File: src/rtl/sar_search.sv
// Successive-approximation search controller: binary-searches the N-bit unsigned
// range by driving candidates to an external magnitude comparator and reading its flags.
module sar_search #(
    parameter int N = 12
) (
    input  logic         clk,
    input  logic         rst_n,
    input  logic         start,
    output logic [N-1:0] probe,
    input  logic         smaller,
    input  logic         equal,
    input  logic         greater,
    output logic         busy,
    output logic         done,
    output logic         found,
    output logic [N-1:0] result
);

    typedef enum logic [1:0] {
        IDLE,
        PROBE,
        EVAL,
        DONE
    } state_t;

    localparam logic [N-1:0] ONE = N'(1);

    state_t       state;
    logic [N-1:0] lo;
    logic [N-1:0] hi;
    logic [2:0]   flags;

    assign flags = {smaller, equal, greater};

    always_ff @(posedge clk) begin
        if (!rst_n) begin
            state  <= IDLE;
            probe  <= '0;
            busy   <= 1'b0;
            done   <= 1'b0;
            found  <= 1'b0;
            result <= '0;
            lo     <= '0;
            hi     <= '0;
        end else begin
            done <= 1'b0;
            case (state)
                IDLE: begin
                    if (start) begin
                        lo     <= '0;
                        hi     <= '1;
                        found  <= 1'b0;
                        result <= '0;
                        busy   <= 1'b1;
                        state  <= PROBE;
                    end
                end
                PROBE: begin
                    // Midpoint written as an offset from lo so it never exceeds N bits.
                    probe <= lo + ((hi - lo) >> 1);
                    state <= EVAL;
                end
                EVAL: begin
                    case (flags)
                        3'b010: begin
                            result <= probe;
                            found  <= 1'b1;
                            done   <= 1'b1;
                            state  <= DONE;
                        end
                        3'b100: begin
                            if (probe == hi) begin
                                done  <= 1'b1;
                                state <= DONE;
                            end else begin
                                lo    <= probe + ONE;
                                state <= PROBE;
                            end
                        end
                        3'b001: begin
                            if (probe == lo) begin
                                done  <= 1'b1;
                                state <= DONE;
                            end else begin
                                hi    <= probe - ONE;
                                state <= PROBE;
                            end
                        end
                        default: begin
                            // Inconsistent comparator flags: give up without a match.
                            result <= '0;
                            found  <= 1'b0;
                            done   <= 1'b1;
                            state  <= DONE;
                        end
                    endcase
                end
                DONE: begin
                    busy  <= 1'b0;
                    state <= IDLE;
                end
                default: begin
                    busy  <= 1'b0;
                    state <= IDLE;
                end
            endcase
        end
    end

endmodule

File: config.mk
export PLATFORM = sky130hd
export DESIGN_NAME = sar_search
export DESIGN_NICKNAME = d
export VERILOG_FILES = /design/src/rtl/sar_search.sv
export SDC_FILE = /design/constraint.sdc
export NUM_CORES = 1
export LEC_CHECK = 0
export CORE_UTILIZATION = 30
export DETAILED_ROUTE_END_ITERATION = 7
export PLACE_DENSITY = 0.46
export SYNTH_ARGS = -nofsm -noshare
export SYNTH_HDL_FRONTEND = slang
export SYNTH_SLANG_ARGS = --single-unit
File: constraint.sdc
create_clock -name clk -period 3.2 [get_ports clk]
set_input_delay 0.48 -clock clk [delete_from_list [all_inputs] [get_ports clk]]
set_output_delay 0.48 -clock clk [all_outputs]
set_load 0.005 [all_outputs]
==> reports/results.txt <==
Startpoint Class - flop
Syn Area/Cell - 8.72 sq um
Layout fillers - 1,249
Endpoint class of the critical path - flop
Vias per cell - 5.27
Final hold vios - 0
Final net count - 509
I/O pin count - 33
GR Util All Layers - 0.175
Post-synthesis simple-gate area fraction - 0.202
Buffers on Ports - 32
Synth Register Bits - 53
Core area - 12,000 sq um
Max Fclk - 0.321 GHz
Share of layout cells above drive strength 1 - 0.161
Post-route clock period utilization - 0.975
Total wire length - 10,800 um
Max Buffers Root-to-Sink - 2
Final Power - 2070 uW
Global-route wire length before repair - 17,200 um
Hpwl dp - 8200 um
Yosys top cell by area - dfxtp_1
Post-Syn Area - 3670 sq um
Initial Util - 0.307
CP Class - flop to flop
Overflow after GRT - 0
Slew Viols, Final - 0
CTS tree - done
Vias in the first global route - 3,104
Tmin final - 3.12 ns
Crit-path max FO - 3
Max_slew headroom - 0.547
Latest clock arrival within the worst-skew pair - 0.29 ns
Post-synthesis xor/xnor area fraction - 0.138
Post-CTS Hold Buffers - 0
Final instance area - 4530 sq um
Number of synthesized flops with an enable pin - 0
Synth area leaders - dfxtp_1 (29%), xor2_1 (8.8%), ha_1 (8.2%), xnor2_1 (4.5%), nand2_1 (3.8%)
Placed inst area - 4270 sq um
Worst Path Required - 3.44 ns
Post-synthesis instance total - 421
Synth top area share - 0.289
Main combinational cell family by area after synthesis - simple AND/OR/NAND/NOR gates
Status - complete, no violations
Compound-Gate Fraction of Synth Area - 0.196
Cts bufs inserted - 5
Arrival @ worst endpoint - 3.36 ns
Worst Hold Class - flop to flop
DRC violations left - 0
Die Ht - 113 um
RSZ-0062 raised after global routing - true
Ys async rst share - 0
CTS H-tree lvls - 2
Clock Skew - 0.00527 ns
Measured slew at the worst slew-check pin - 0.677 ns
Pleak - 0.00181 uW
Clock sink count - 53
Rows - 40
Cell area power density - 456 nW/um^2
Main flop type after synthesis - dfxtp_1
Die ar. - 12,700 sq um
Core Util, Final - 0.379
Drt first pass iters - 4
Reg clk slew, reported paths - 0.07 ns
Setup violators final - 0
Synth unique cells - 59
Wire length per cell - 17.3 um
Antenna viol nets, final - 0
Maximum number of pins on one net before global-route repair - 29
# diodes - 0
Post-synthesis adder-cell area fraction - 0.0927
Antenna violations before repair - 0
CTS root buf - clkbuf_16
Area grow syn2layout - 23.4%
Register area share after synthesis - 0.289
Net Count, Synth - 453
Mux cell area share after synthesis - 0.0136
Worst IR Drop VDD - 205 uV
Die W - 113 um
GP Congestion - 0.795
Yosys warns - 0
Via Count - 3,286
Max cap viols - 0
Drt first-iter violations - 157
==> critical path, stage by stage (launching register included) <==
cell	delay, ns
dfxtp_2	0.33
inv_2	0.04
buf_4	0.13
ha_1	0.27
a31oi_1	0.08
buf_4	0.15
o211ai_1	0.34
a31oi_1	0.16
xnor2_1	0.25
ha_1	0.32
buf_4	0.15
buf_4	0.13
or3_1	0.35
or3_1	0.31
nand3_1	0.07
==> registers in the layout, summed over array words and instances (netlist names) <==
signal	flops
found	1
lo	12
hi	12
busy	1
state	2
probe	12
done	1
result	12
==> through the flow <==
stage	setup slack [ns]	setup TNS [ns]	cells	hold slack (ns)
2_1_floorplan	0.0950	0	421	0.466
3_3_place_gp	-0.203	-0.211	611	0.462
3_5_place_dp	-0.149	-0.224	611	0.459
4_1_cts	0.00466	0	621	0.484
5_1_grt	-0.0705	-0.0921	624	0.490
6_report	0.0815	0	624	0.482
==> routing by layer <==
layer | GRT usage | vias to the layer above | wire length (um)
li1 | - | 1627 | -
met1 | 0.258 | 1574 | 5370
met2 | 0.269 | 78 | 4850
met3 | 0.0297 | 7 | 518
met4 | 0.0267 | 0 | 64
met5 | 0 | - | 0
==> cells by family after synthesis <==
family                     count (synthesis)
and+or+nand+nor                          138
xor gates and xnor gates                  57
adders and majority gates                 26
muxes                                      5
buffers and inverters                     45
AOI/OAI and AO/OA                         97
DFF                                       53
==> worst paths after layout <==
| kind | startpoint | end | slack, ns | cells past startpoint |
|---|---|---|---|---|
| max | lo[1] | probe[8] | 0.08 | 14 |
| min | result[9] | result[9] | 0.48 | 1 |
| max reg2reg | lo[1] | probe[8] | 0.08 | 14 |
| min reg2reg | result[9] | result[9] | 0.48 | 1 |
==> synthesized netlist by cell type, types with 3 or more instances <==
cell type / number
o21ai_0: 9
buf_6: 9
nand3b_1: 5
dfxtp_1: 53
nor3_1: 15
a21o_1: 4
a22o_1: 8
nor4_2: 3
nor2_1: 20
inv_1: 20
o211ai_1: 5
a22oi_1: 3
and2_1: 6
nor2b_1: 6
nor4_1: 7
a31oi_1: 4
mux2i_1: 5
and3_1: 3
nand2_1: 37
nand3_1: 16
nand4_1: 4
clkbuf_1: 7
xnor2_1: 19
o32ai_1: 6
o221a_1: 10
or3_1: 5
ha_1: 24
xor2_1: 37
a21oi_1: 26
buf_2: 5
==> power by group <==
part / internal [uW] / switching (uW) / total (uW)
clock network: 309 / 249 / 557
registers: 694 / 78.3 / 773
logic: 364 / 373 / 737
==> what timing repair did <==
item	in CTS	in global routing
pin swaps	5	19
setup buffers	3	3
gates cloned	0	0
setup endpoints to repair	3	5
resized for setup	3	19
==> cells in the final DEF (no fill, tap or decap), types with 5 or more instances in the layout <==
cell type         n
nor2b_1           6
xor2_1           37
a22o_1            8
clkbuf_16         5
nand3b_1          5
nand3_1          16
o21ai_0           7
or3_1             5
nor4_1            7
mux2i_1           5
inv_1            19
dfxtp_1          49
xnor2_1          19
and2_1            5
nand2_1          37
clkdlybuf4s50_1  32
buf_4            41
nor2_1           19
o221a_1          10
ha_1             23
o32ai_1           6
o211ai_1          5
nor3_1           15
a21oi_1          22
==> final cells by class <==
| cell class | instances | area, sq um | share of cell area |
|---|---|---|---|
| Inverter | 21 | 78.8 | 0.0174 |
| Timing Repair Buffer | 73 | 628 | 0.139 |
| Clock buffer | 7 | 143 | 0.0315 |
| Tap cell | 147 | 184 | 0.0406 |
| Sequential cell | 53 | 1070 | 0.235 |
| Multi-Input combinational cell | 323 | 2430 | 0.537 |
No activity file was read; power rests on OpenSTA's default activity.
